## src/rtl/fifo_rx_pkg.sv

```systemverilog
// Shared constants and types for the receive-side byte FIFO.
// Bus widths, default sizing and the level-width helper live here.
package fifo_rx_pkg;

  localparam int APB_DW         = 8;
  localparam int BYTE_W         = 8;
  localparam int DEFAULT_DEPTH  = 64;
  localparam int DEFAULT_THRESH = 32;
  localparam int BIT_CNT_W      = $clog2(BYTE_W);

  typedef enum logic [1:0] {
    APB_IDLE  = 2'd0,
    APB_READ  = 2'd1,
    APB_WRITE = 2'd2
  } apb_op_e;

  // The level counter must represent 0..depth inclusive.
  function automatic int level_width(input int depth);
    return $clog2(depth + 1);
  endfunction

endpackage

```

## src/rtl/rx_deserializer.sv

```systemverilog
// Serial-to-byte converter, MSB first, qualified by a per-bit strobe.
// A frame-start sync discards any partial byte.
module rx_deserializer
  import fifo_rx_pkg::*;
(
  input  logic              clk,
  input  logic              reset,
  input  logic              bitstream,
  input  logic              bitstream_en,
  input  logic              sync,
  output logic [BYTE_W-1:0] byte_data,
  output logic              byte_valid
);

  logic [BIT_CNT_W-1:0] cnt_q, cnt_d;
  logic [BYTE_W-2:0]    shift_q, shift_d;

  // NOTE: combinational blocks use blocking '=' with every output defaulted
  // first so no latch is inferred; clocked blocks use non-blocking '<='.
  always_comb begin
    cnt_d   = cnt_q;
    shift_d = shift_q;
    if (sync) begin
      cnt_d   = '0;
      shift_d = '0;
    end else if (bitstream_en) begin
      cnt_d   = cnt_q + BIT_CNT_W'(1);
      shift_d = {shift_q[BYTE_W-3:0], bitstream};
    end
  end

  always_ff @(posedge clk or posedge reset) begin
    if (reset) begin
      cnt_q   <= '0;
      shift_q <= '0;
    end else begin
      cnt_q   <= cnt_d;
      shift_q <= shift_d;
    end
  end

  // The completed byte is presented in the same cycle as its last bit.
  assign byte_valid = bitstream_en && !sync && (cnt_q == '1);
  assign byte_data  = {shift_q, bitstream};

endmodule

```

## src/rtl/fifo_rx.sv

```systemverilog
// Receive byte FIFO: deserialized bytes are buffered in a circular memory
// and drained by the CPU through a zero-wait-state, read-only APB slave.
module fifo_rx
  import fifo_rx_pkg::*;
#(
  parameter int DEPTH  = DEFAULT_DEPTH,
  parameter int THRESH = DEFAULT_THRESH
) (
  input  logic                          clk,
  input  logic                          reset,
  input  logic                          bitstream,
  input  logic                          bitstream_en,
  input  logic                          sync,
  input  logic                          psel,
  input  logic                          penable,
  input  logic                          pwrite,
  output logic [APB_DW-1:0]             prdata,
  output logic                          pready,
  output logic                          pslverr,
  output logic [level_width(DEPTH)-1:0] fifo_level,
  output logic                          fifo_empty,
  output logic                          fifo_full,
  output logic                          overflow,
  output logic                          irq
);

  localparam int AW = $clog2(DEPTH);
  localparam int LW = level_width(DEPTH);
  localparam logic [LW-1:0] LEVEL_FULL = LW'(DEPTH);
  localparam logic [LW-1:0] LEVEL_IRQ  = LW'(THRESH);

  logic [BYTE_W-1:0] mem [DEPTH];
  logic [AW-1:0]     wr_ptr_q, rd_ptr_q;
  logic [LW-1:0]     level_q, level_d;
  logic              overflow_q, overflow_d;

  logic [BYTE_W-1:0] byte_data;
  logic              byte_valid;
  logic              is_empty, is_full;
  logic              push_ok, pop_ok;
  apb_op_e           apb_op;

  rx_deserializer u_deser (
    .clk          (clk),
    .reset        (reset),
    .bitstream    (bitstream),
    .bitstream_en (bitstream_en),
    .sync         (sync),
    .byte_data    (byte_data),
    .byte_valid   (byte_valid)
  );

  always_comb begin
    apb_op = APB_IDLE;
    if (psel && penable) apb_op = pwrite ? APB_WRITE : APB_READ;
  end

  assign is_empty = (level_q == '0);
  assign is_full  = (level_q == LEVEL_FULL);

  // A pop in the same cycle frees the slot, so a full FIFO can still accept.
  assign pop_ok     = (apb_op == APB_READ) && !is_empty;
  assign push_ok    = byte_valid && (!is_full || pop_ok);
  assign overflow_d = overflow_q || (byte_valid && is_full && !pop_ok);

  always_comb begin
    level_d = level_q;
    case ({push_ok, pop_ok})
      2'b10:   level_d = level_q + LW'(1);
      2'b01:   level_d = level_q - LW'(1);
      default: level_d = level_q;
    endcase
  end

  always_ff @(posedge clk or posedge reset) begin
    if (reset) begin
      wr_ptr_q   <= '0;
      rd_ptr_q   <= '0;
      level_q    <= '0;
      overflow_q <= 1'b0;
    end else begin
      if (push_ok) wr_ptr_q <= wr_ptr_q + AW'(1);
      if (pop_ok)  rd_ptr_q <= rd_ptr_q + AW'(1);
      level_q    <= level_d;
      overflow_q <= overflow_d;
    end
  end

  // NOTE: the storage array is deliberately not reset; an entry is only
  // observable after it has been written, and a reset would cost a flop per bit.
  always_ff @(posedge clk) begin
    if (push_ok) mem[wr_ptr_q] <= byte_data;
  end

  assign prdata     = is_empty ? '0 : mem[rd_ptr_q];
  assign pready     = 1'b1;
  assign pslverr    = (apb_op == APB_WRITE) || ((apb_op == APB_READ) && is_empty);
  assign fifo_level = level_q;
  assign fifo_empty = is_empty;
  assign fifo_full  = is_full;
  assign overflow   = overflow_q;
  assign irq        = (level_q >= LEVEL_IRQ);

endmodule

```

## config.mk

```make
export PLATFORM = sky130hd
export DESIGN_NAME = fifo_rx
export DESIGN_NICKNAME = d
export VERILOG_FILES = /design/src/rtl/fifo_rx_pkg.sv /design/src/rtl/rx_deserializer.sv /design/src/rtl/fifo_rx.sv
export SDC_FILE = /design/constraint.sdc
export NUM_CORES = 1
export LEC_CHECK = 0
export CORE_MARGIN = 2
export CORE_UTILIZATION = 62
export DETAILED_ROUTE_END_ITERATION = 6
export GPL_ROUTABILITY_DRIVEN = 0
export PLACE_DENSITY_LB_ADDON = 0.3
export SLEW_MARGIN = 30
export SYNTH_ARGS = -nofsm -noshare
export SYNTH_HDL_FRONTEND = slang
export SYNTH_HIERARCHICAL = 1
export SYNTH_SLANG_ARGS = --single-unit
```

## constraint.sdc

```tcl
create_clock -name clk -period 3.3 [get_ports clk]
set_input_delay 0.33 -clock clk [delete_from_list [all_inputs] [get_ports clk]]
set_output_delay 0.33 -clock clk [all_outputs]
set_load 0.01 [all_outputs]
```

-- After elaboration in Yosys (flattened, before gate mapping)
Memory sizes are Yosys's and may differ from the RTL's.
Index checks and enable logic that the tools add are counted.
- reductions and logical operators: 18
- multiplexer cells: 10
- $lt $le $gt $ge: 1
- equal/unequal tests: 6
- add/subtract/negate cells: 5
- operator list (kind ; count):
    two-way mux 7 bit ; 2
    case mux 7 bit (2 select lines) ; 1
    adder 6 x 1 -> 6 bit (second input constant) ; 2
    logical AND 1 bit ; 8
    two-way mux 8 bit ; 1
    adder 7 x 1 -> 7 bit (second input constant) ; 1
    equality test 7 bit (second input constant) ; 1
    greater-or-equal comparator 7 x 6 -> 1 bit (second input constant) ; 1
    zero test 7 bit ; 1
    subtractor 7 x 1 -> 7 bit (second input constant) ; 1
    two-way mux 3 bit ; 2
    equality test 2 x 1 -> 1 bit (second input constant) ; 2
    equality test 2 bit (second input constant) ; 2
    zero test 1 bit ; 4
    two-way mux 2 bit ; 2
    nonzero test 2 bit ; 2
    adder 3 x 1 -> 3 bit (second input constant) ; 1
    equality test 3 bit (second input constant) ; 1
    logical OR 1 bit ; 3
    two-way mux 1 bit ; 2
- input port bits: 8
- memories kept: 1
- bits in registers: 30
- output and inout bits: 21
- RAM bits: 512
- memories (memory ; words ; width ; read ports ; clocked after memory_dff ; wr ports ; line ; source):
    mem ; 64 ; 8 ; 1 ; 0 ; 1 ; fifo_rx.sv:32 ; logic [BYTE_W-1:0] mem [DEPTH];

-- Depth between registers and ports, before layout
Gate-level depths: netlist of the first run.
- depth in word-level cells: 8
- gate-level depth with buffers: 15
- mapped depth without buffers: 14

-- By module
The synthesis of the first run kept the hierarchy.
- by module, submodules not included (module ; area an instance (um2) ; cells an instance ; times used):
    fifo_rx ; 20961.4 ; 1067 ; 1
    rx_deserializer ; 446.7 ; 38 ; 1

-- Worst setup path before layout of the first run
No wires, ideal clock.
- path kind: register to register
- start: register level_q[2] (netlist: fifo_level[2])
- end: register level_q[5] (netlist: fifo_level[5])
- setup slack: 0.549 ns
- library setup time: 0.125 ns
- data arrival time: 2.626 ns
- data required time: 3.175 ns
- stages on the path, launching flop included: 14
- period minus slack after synthesis: 2.751 ns
- cell sequence: dfrtp_1 > nor4_1 > and3b_1 > buf_2 > nor2_1 > nand2_1 > inv_1 > ha_1 > a21o_1 > a21oi_1 > o21bai_1 > a21oi_1 > xnor2_1 > mux2_2
- cells in the longest elaborated chain, start to end: 7
- ends and longest elaborated chain (item ; line ; source):
    start: declaration ; fifo_rx.sv:34 ; logic [LW-1:0] level_q, level_d;
    start signal: assignment ; fifo_rx.sv:84 ; level_q <= level_d;
    zero test 7 bit * ; fifo_rx.sv:58 ; assign is_empty = (level_q == '0);
    named net fifo_empty ; fifo_rx.sv:21 ; output logic fifo_empty,
    zero test 1 bit * ; fifo_rx.sv:62 ; assign pop_ok = (apb_op == APB_READ) && !is_empty;
    logical AND 1 bit * ; fifo_rx.sv:62 ;
    logical OR 1 bit ; fifo_rx.sv:63 ; assign push_ok = byte_valid && (!is_full || pop_ok);
    logical AND 1 bit ; fifo_rx.sv:63 ;
    equality test 2 x 1 -> 1 bit or equality test 2 bit (tied branches) ; fifo_rx.sv:68 ; case ({push_ok, pop_ok})
    case mux 7 bit (2 select lines) or nonzero test 2 bit (tied branches) ; -- ;
Mark *: on every way through the listed nets, which the timed path passes. The rest lies on a longest branch.
A chain may end at the register's enable or synchronous reset.

-- Worst setup path in the final report of the first run
- start: register rd_ptr_q[0]
- end: output port prdata[6]
- cells in the longest elaborated chain, start to end: 2
- ends and longest elaborated chain (item ; line ; source):
    start: declaration ; fifo_rx.sv:33 ; logic [AW-1:0] wr_ptr_q, rd_ptr_q;
    start signal: assignment ; fifo_rx.sv:83 ; if (pop_ok) rd_ptr_q <= rd_ptr_q + AW'(1);
    memory (64 x 8 bit) ; -- ;
    two-way mux 8 bit ; fifo_rx.sv:95 ; assign prdata = is_empty ? '0 : mem[rd_ptr_q];
    end: declaration ; fifo_rx.sv:17 ; output logic [APB_DW-1:0] prdata,
Every way passes these cells.

==> flow_summary_export.csv, run 1 <==
group,metric,value,unit
pwr,ir_drop,0.000507,V
die,die_w,190,um
drt,viasPerCell,6.42,
drt,finalWirelength,48300,um
drt,firstDrtPassIters,5,
setup_path,cp_max_fo,6,
logic_synthesis,synthCells,1105,
global_route,grt.met2_usage,45.1,%
setup_path,r2r-start,"fifo_level[2]$_DFFE_PP0P_",
die,num_rows,68,
pwr,p_per_area,728,nW/um^2
timing,tightest_slew,0.919,ns
cts,path_clk_slew,0.06,ns
logic_synthesis,yosysWarnings,6,
cts,postCtsHoldBufs,0,
setup_path,reg2reg_setup_slack,0.54,ns
logic_synthesis,async_flop_share,5.54,%
timing,fin_crit_sh,98.3,%
timing,finalSetupViolCount,0,
logic_synthesis,ys.flop_type,"edfxtp_1",
cts,cts_buffer_depth,3,
global_route,globalRouteMet3Util,5.26,%
drt,vias,11288,
global_route,grt_overflow,0,
global_route,antenna_found_initial,0,
global_route,track_usage,27.3,%
timing,fin_worst_skew,0.0146,ns
timing,hold-worst-slack,0.0941,ns
layout,multi_input_area,5120,sq um
logic_synthesis,seq_area_frac_synth,75.3,%
timing,fin_ws,0.0573,ns
timing,hold_viol,0,
logic_synthesis,synth_area_per_cell,19.4,sq um
logic_synthesis,synth_edf_count,512,
placed_design,portBuffers,27,
pwr,p_sw_share,27.9,%
job,drv_cap,0,
pwr,clkPwrFrac,30.5,%
timing,min_period,3.24,ns
layout,drive_gt1_share,29.5,%
logic_synthesis,ys_ff_latch,542,
cts,clk_latency,0.55,ns
global_route,grt_pass1_vias,11617,
timing,slew_viol_final,0,
layout,nFillCells,1924,
timing,slew_headroom,38.7,%
pwr,switchingPower,5.11,mW
cts,cts_tree,"built",
drt,drtIter0Drc,1241,
layout,antenna_cells,0,
timing,timing.fmax,308,MHz
layout,regArea,16200,sq um
layout,syn_to_final_growth,17.3,%
die,start_util,62.4,%
cts,h-tree-depth,2,
global_route,use_met1,38.0,%
pwr,total_power,18.3,mW
setup_path,worstSetupPathType,"flip-flop to output pin",
pwr,p_leak,8.47,nW
layout,nNetsFinal,1281,
logic_synthesis,syn_nets,1123,
pwr,p_seq_share,42.0,%
drt,postRouteAntennaNets,0,
global_route,grt_max_degree,67,
placed_design,dp_hpwl,27800,um
setup_path,cp-end-kind,"output pin",
timing,rsz0062_at_grt,"false",
status,outcome,"finished, final reports clean",
cts,cts_root_buf,"clkbuf_16",
logic_synthesis,netlist_area,21400,sq um
setup_path,arrival,2.91,ns
logic_synthesis,synth_cell_types,49,
cts,clock-sinks,542,
pwr,combPwrFrac,27.5,%
setup_path,startpoint_type,"flip-flop",
global_route,grt_pass1_wl,71800,um
pwr,intPower,13.2,mW
global_route,busiest_layer,"met2",
die,ioPinCount,29,
die,core_region_area,34300,sq um
setup_path,required,2.97,ns
setup_path,r2r_end,"fifo_level[6]$_DFFE_PP0P_",
setup_path,rr_worst_depth,12,
cts,cts-buffers-inserted,52,
drt,drc,0,
placed_design,place_worst_setup_slack,0.0580,ns
layout,final_cell_mix,"512 x edfxtp_1, 119 x buf_4, 95 x mux4_2",
layout,layout_commonest_cell,"edfxtp_1",
die,dieArea,36000,sq um
die,die-height,190,um
hold_path,min_path_type,"primary input to async pin",
drt,routedWlPerCell,27.5,um
## cell usage after synthesis, drive strengths merged, types with 4 or more instances
cell,n,share of area (%)
a211oi,24,0.89
a21oi,27,0.63
a22o,16,0.65
a22oi,24,0.84
buf,37,1.3
clkbuf,30,0.53
dfrtp,30,3.5
edfxtp,512,72
ha,9,0.53
inv,10,0.18
mux2,5,0.26
mux2i,74,3.5
mux4,96,10
nand2,28,0.50
nand3,8,0.19
nand3b,5,0.18
nor2,88,1.5
nor2b,6,0.18
o21ai,4,0.094
o221ai,16,0.65
o22ai,16,0.47
xnor2,11,0.45
## through the flow
stage                     utilization (%)  std cells  TNS, ns  instance area [sq um]
after floorplan                         -       1105        0                  21400
after global placement               66.7       1639        0                  22900
after detailed placement             66.8       1639        0                  22900
after CTS                            72.8       1750  -0.0649                  24900
after global routing                 73.2       1757        0                  25100
final                                73.2       1757        0                  25100
## worst max-delay path: stages, from the launching register on
cell,delay [ns]
dfrtp_4,0.52
buf_12,0.16
buf_4,0.14
mux4_2,0.45
a22o_1,0.25
a211oi_2,0.26
a21oi_2,0.12
a22o_1,0.29
buf_2,0.15
## layout make-up
class                      instances  share of cell area, %
clock buffer                      73                   5.70
sequential                       542                   64.3
multi-input combinational        486                   20.4
tap                              455                   2.27
timing repair buffer             171                   6.61
clock inverter                    20                  0.578
inverter                          10                  0.149
## registers in the layout, indices dropped and copies added, names as in the netlist
| name | flops |
|---|---|
| overflow | 1 |
| u_deser/shift_q | 7 |
| u_deser/cnt_q | 3 |
| wr_ptr_q | 6 |
| rd_ptr_q | 6 |
| mem | 512 |
| fifo_level | 7 |
## worst max-delay path by stage
stage	from	to	slack (ns)
after floorplan	fifo_level[2]$_DFFE_PP0P_	fifo_level[5]$_DFFE_PP0P_	0.55
after detailed placement	rd_ptr_q[0]$_DFFE_PP0N_	prdata[4]	0.06
after CTS	rd_ptr_q[0]$_DFFE_PP0N_	prdata[1]	-0.05
after global placement	rd_ptr_q[0]$_DFFE_PP0N_	prdata[4]	0.07
final	rd_ptr_q[0]$_DFFE_PP0N_	prdata[6]	0.06
after global routing	rd_ptr_q[0]$_DFFE_PP0N_	prdata[2]	0.0008
## cells by family (layout without fill, tap and decap cells)
| group | count (synthesis) | count (layout) | share of synthesized area [%] |
|---|---|---|---|
| DFF | 542 | 542 | 75.3 |
| adders and majority gates | 10 | 10 | 0.620 |
| muxes | 175 | 175 | 13.9 |
| and+or+nand+nor | 149 | 149 | 3.03 |
| xor gates and xnor gates | 14 | 14 | 0.573 |
| AOI/OAI and AO/OA | 137 | 137 | 4.62 |
| other | 1 | 1 | 0.0175 |
| buffers and inverters | 77 | 274 | 1.96 |
## power by group through the flow
stage	Clock (mW)	Combinational [mW]	Sequential, mW
floorplan	0	2.79	7.76
global placement	0	4.13	7.80
detailed placement	0	4.18	7.81
CTS	5.61	4.79	7.68
global route	5.87	5.29	7.69
finish	5.58	5.04	7.68
## routing by layer
layer  wire length, um  vias to the layer above
met5                 0                        -
met4              1270                        0
met3              4260                       88
met2             24300                      572
met1             18500                     5837
li1                  -                     4791
## what timing repair did
item	in CTS	in global routing
gates resized for setup	62	30
setup endpoints to repair	8	8
setup buffers	14	6
pin swaps	15	14
gates cloned	4	1
(Power assumes the default switching activity.)
==> inputs of run 2 (changes only) <==
Settings changed: SLEW_MARGIN 30 to unset.
==> run 2 against run 1 <==
Cell count grew 0.40%. Register-to-register slack barely moved. Total power increased by 0.54%. Hold slack worse by 0.0080 ns. Clock skew down 0.0019 ns. Sequential power about the same. Final area up 0.19%. Count of clock-buffer cells in the layout fell by 1. Global-route usage about the same.
==> flow_summary_export.csv, run 2 (synthesized netlist as in run 1, its figures left out) <==
group,metric,value,unit
die,ioPinCount,29,
cts,h-tree-depth,2,
timing,hold-worst-slack,0.0861,ns
cts,cts_root_buf,"clkbuf_16",
global_route,antenna_found_initial,0,
drt,viasPerCell,6.39,
layout,largest_reg_flops,512,
timing,finalSetupViolCount,0,
placed_design,dp_cells,1639,
pwr,total_power,18.4,mW
placed_design,dp_hpwl,27800,um
hold_path,min_path_type,"primary input to async pin",
timing,slew_headroom,17.4,%
setup_path,r2r-start,"fifo_level[2]$_DFFE_PP0P_",
drt,vias,11270,
setup_path,required,2.97,ns
setup_path,arrival,2.95,ns
drt,finalWirelength,48100,um
cts,postCtsHoldBufs,0,
setup_path,cp_max_fo,10,
setup_path,worstSetupPathType,"flip-flop to output pin",
placed_design,place_worst_setup_slack,0.0581,ns
layout,layout_commonest_cell,"edfxtp_1",
die,die_w,190,um
setup_path,cp-end-kind,"output pin",
setup_path,max_stage_delay,0.52,ns
drt,postRouteAntennaNets,0,
setup_path,crit_chain,"buf_12 > buf_4 > bufbuf_16 > mux2i_1 > o221ai_2 > a211oi_4 > a21oi_2 > a22o_1 > dlygate4sd2_1",
drt,routedWlPerCell,27.3,um
pwr,p_leak,8.51,nW
layout,antenna_cells,0,
global_route,grt_pass1_vias,11670,
timing,rsz0062_at_grt,"true",
global_route,track_usage,27.3,%
timing,timing.fmax,305,MHz
die,dieArea,36000,sq um
pwr,ir_drop,0.000502,V
drt,drc,0,
timing,fin_worst_skew,0.0128,ns
layout,nFillCells,1918,
setup_path,slowest_stage,"dfrtp_4",
cts,clock-sinks,542,
timing,fin_tns_setup,0,ns
layout,syn_to_final_growth,17.5,%
timing,hold_viol,0,
placed_design,portBuffers,27,
cts,clk_latency,0.55,ns
drt,drtIter0Drc,1232,
cts,path_clk_slew,0.06,ns
cts,cts_tree,"built",
setup_path,startpoint_type,"flip-flop",
layout,final_cell_mix,"512 x edfxtp_1, 127 x buf_4, 95 x mux4_2",
cts,cts_buffer_depth,3,
die,num_rows,68,
timing,slew_viol_final,0,
global_route,grt_overflow,0,
setup_path,startpoint,"rd_ptr_q[0]$_DFFE_PP0N_",
global_route,grt_pass1_wl,71800,um
cts,cts-buffers-inserted,52,
layout,final_cells,1764,
status,outcome,"finished, final reports clean",
timing,fin_crit_sh,99.3,%
job,drv_cap,0,
pwr,p_per_area,731,nW/um^2
drt,firstDrtPassIters,5,
layout,multi_input_area,5120,sq um
timing,tightest_slew,1.24,ns
die,start_util,62.4,%
layout,top_register,"mem",
layout,regArea,16100,sq um
timing,min_period,3.28,ns
die,die-height,190,um
layout,drive_gt1_share,29.8,%
die,core_region_area,34300,sq um
global_route,grt_max_degree,67,
layout,nNetsFinal,1288,
timing,fin_ws,0.0224,ns
[run 2: final timing paths]
path                                                  end  slack [ns]  cells past startpoint
min reg2reg                            overflow$_DFF_PP0_        0.47                      1
min in group clk                       overflow$_DFF_PP0_        0.47                      1
max in group asynchronous         rd_ptr_q[0]$_DFFE_PP0N_        2.35                      2
max reg2reg                     fifo_level[6]$_DFFE_PP0P_        0.54                     12
min                        u_deser/shift_q[6]$_DFFE_PP0P_        0.09                      2
max                                             prdata[3]        0.02                      9
[run 2: routing by layer]
layer | vias to the layer above | part of all wire (%) | wire, um | track usage, %
li1 | 4807 | - | - | -
met1 | 5896 | 39 | 18500 | 37.9
met2 | 486 | 50 | 24300 | 45.1
met3 | 81 | 8.5 | 4070 | 5.20
met4 | 0 | 2.5 | 1210 | 7.87
met5 | - | 0 | 0 | 0
[run 2: metrics by stage]
step	cell area (sq um)	utilization (%)
floorplan	21400	-
global placement	22900	66.7
detailed placement	22900	66.7
CTS	24900	72.7
global route	25200	73.4
finish	25200	73.4
[run 2: power breakdown]
group	total, mW	internal, mW	switching [mW]	leakage [nW]
sequential	7.68	7.53	0.142	5.09
combinational	5.06	2.52	2.54	2.64
clock	5.65	3.24	2.41	0.782
total	18.4	13.3	5.10	8.51
[run 2: layout make-up]
type                            instances  area share, %
Sequential cell                       542           64.1
Multi-Input combinational cell        486           20.4
Timing Repair Buffer                  178           6.73
Clock buffer                           72           5.67
Tap cell                              455           2.26
Clock inverter                         21          0.681
Inverter                               10          0.149
[run 2: what timing repair did]
action / 4_1_cts / 5_1_grt
buffers inserted: 14 / 14
pin swaps: 11 / 18
endpoints found under the setup margin: 8 / 7
gates cloned: 4 / 0
resized for setup: 60 / 32
[run 2: critical path: cells and delay by family (launching register included)]
family,cells,cell delay (ns)
mux,1,0.18
flops,1,0.52
buf+inv,4,0.87
compound gates,4,0.83
==> inputs of run 3 (changes only) <==
Settings changed: CORE_MARGIN 2 to unset.
==> run 3 against run 2 <==
Combinational power fell by 3%. Utilization is 0.75 points higher. Flip-flop and latch count stayed put. Sequential power is 0.8% higher. Critical path type unchanged.
==> flow_summary_export.csv, run 3 (synthesized netlist as in run 1, its figures left out) <==
group,metric,value,unit
status,outcome,"finished, final reports clean",
global_route,grt_max_degree,67,
cts,cts-buffers-inserted,51,
setup_path,crit_chain,"buf_6 > buf_12 > buf_12 > mux4_2 > a22oi_2 > a21oi_2 > a22o_1 > dlygate4sd2_1",
setup_path,cp_num_buf_inv,4,
setup_path,arrival,2.94,ns
drt,firstDrtPassIters,5,
timing,fin_ws,0.0286,ns
setup_path,required,2.97,ns
setup_path,cp_max_fo,10,
global_route,globalRouteMet3Util,5.82,%
drt,vias,11418,
placed_design,dp_hpwl,28600,um
cts,cts_tree,"built",
setup_path,crit_family,"buffers and inverters",
drt,drc,0,
setup_path,worstSetupPathType,"flip-flop to output pin",
die,num_rows,67,
layout,nFillCells,1834,
layout,syn_to_final_growth,17.0,%
die,die_w,188,um
cts,cts_root_buf,"clkbuf_16",
global_route,antenna_found_initial,0,
drt,postRouteAntennaNets,0,
pwr,ir_drop,0.000601,V
setup_path,startpoint_type,"flip-flop",
layout,fin_util,74.1,%
cts,path_clk_slew,0.06,ns
drt,routedWlPerCell,28.2,um
drt,viasPerCell,6.59,
setup_path,cp-end-kind,"output pin",
placed_design,portBuffers,27,
layout,final_cell_mix,"512 x edfxtp_1, 103 x buf_4, 96 x mux4_2",
setup_path,reg2reg_setup_slack,0.31,ns
placed_design,place_worst_setup_slack,0.0236,ns
timing,slew_viol_final,0,
global_route,grt_overflow,0,
global_route,grt_pass1_vias,11459,
global_route,track_usage,28.4,%
layout,antenna_cells,0,
drt,drtIter0Drc,1338,
die,ioPinCount,29,
layout,fin_area,25000,sq um
pwr,combPwrFrac,26.8,%
pwr,p_sw_share,28.1,%
global_route,grt_pass1_wl,72600,um
cts,clock-sinks,542,
timing,hold-worst-slack,0.0798,ns
setup_path,max_stage_delay,0.56,ns
die,dieArea,35300,sq um
cts,clk_latency,0.57,ns
pwr,intPower,13.2,mW
pwr,p_per_area,735,nW/um^2
global_route,busiest_layer,"met2",
global_route,grt.met2_usage,44.2,%
drt,finalWirelength,48900,um
timing,hold_viol,0,
timing,slew_headroom,15.6,%
layout,top_register,"mem",
cts,cts_buffer_depth,3,
global_route,use_met1,41.5,%
timing,min_period,3.27,ns
timing,finalSetupViolCount,0,
timing,timing.fmax,306,MHz
pwr,p_leak,8.42,nW
timing,fin_crit_sh,99.1,%
layout,drive_gt1_share,29.3,%
pwr,clkPwrFrac,31.2,%
timing,tightest_slew,1.27,ns
timing,fin_worst_skew,0.0171,ns
die,start_util,63.4,%
hold_path,min_path_type,"primary input to async pin",
layout,nNetsFinal,1264,
die,core_region_area,33800,sq um
die,die-height,188,um
setup_path,cpMostUsedCell,"buf_12",
layout,largest_reg_flops,512,
pwr,p_seq_share,42.0,%
placed_design,placed_cell_area,22900,sq um
job,drv_cap,0,
layout,layout_commonest_cell,"edfxtp_1",
cts,h-tree-depth,2,
pwr,switchingPower,5.17,mW
setup_path,slowest_stage,"mux4_2",
## run 3: cell count changes in the layout (fill, tap and decap cells not counted), moves of 3 or more
cell      change
o221ai_2      +3
a22o_1        -4
mux2i_1       -4
a22oi_2       -5
a22o_4        +4
a22oi_1       +5
a21oi_2       -6
buf_4        -24
a21oi_1       +6
clkinv_1      -4
mux2i_4       +3
o221ai_1      -3
## run 3: layout make-up
class                   instances  area (sq um)  area share (%)
multi-input cells             486          5180            20.7
repair buffers                155          1500            5.98
inverters                      10          37.5           0.150
clock buffers                  72          1420            5.66
clock inverters                20           211           0.844
flip-flops and latches        542         16100            64.5
well taps                     448           561            2.24
## run 3: power groups by stage
| stage | Combinational [mW] | Sequential [mW] | Clock (mW) |
|---|---|---|---|
| after global routing | 5.15 | 7.74 | 6.00 |
| after floorplan | 2.79 | 7.76 | 0 |
| after global placement | 4.12 | 7.91 | 0 |
| after detailed placement | 4.18 | 7.91 | 0 |
| final | 4.93 | 7.74 | 5.74 |
| after CTS | 4.83 | 7.72 | 5.74 |
## run 3: path summary, 6_finish.rpt
path / to / start / depth (start not counted)
hold reg to reg: overflow$_DFF_PP0_ / overflow$_DFF_PP0_ / 1
setup / recovery: prdata[3] / rd_ptr_q[0]$_DFFE_PP0N_ / 8
min in group clk: mem[39][0]$_DFFE_PP_ / bitstream / 1
max in group asynchronous: rd_ptr_q[0]$_DFFE_PP0N_ / reset / 2
setup reg to reg: fifo_level[6]$_DFFE_PP0P_ / fifo_level[2]$_DFFE_PP0P_ / 12
hold / removal: u_deser/cnt_q[2]$_DFFE_PP0P_ / reset / 2
## run 3: per-layer routing
| metal | wire (um) | vias to the layer above |
|---|---|---|
| met3 | 5020 | 89 |
| met1 | 18900 | 5849 |
| li1 | - | 4764 |
| met4 | 1380 | 0 |
| met2 | 23600 | 716 |
| met5 | 0 | - |
## run 3: repair_timing
action | in CTS | in global routing
endpoints found under the setup margin | 8 | 9
hold buffers | 0 | 0
pin swaps | 13 | 15
resized for setup | 72 | 30
cloned | 3 | 1
buffers inserted | 10 | 1
## run 3: metrics by stage
| stage | std cells | setup TNS [ns] | total power [mW] |
|---|---|---|---|
| after floorplan | 1105 | 0 | 10.6 |
| after global placement | 1629 | 0 | 12.0 |
| after detailed placement | 1629 | 0 | 12.1 |
| after CTS | 1733 | -0.0206 | 18.3 |
| after global routing | 1733 | -0.00852 | 18.9 |
| final | 1733 | 0 | 18.4 |
## run 3: worst register-to-register path, stage by stage (launching register included)
cell and delay, ns:
dfrtp_1 0.42, nor4_2 0.37, and3b_1 0.38, nor2_1 0.11, nand2_1 0.10, inv_1 0.11
ha_1 0.34, nor2b_1 0.17, o31a_1 0.26, o21ai_0 0.20, and2_1 0.23, a21o_1 0.10
nand3_1 0.08
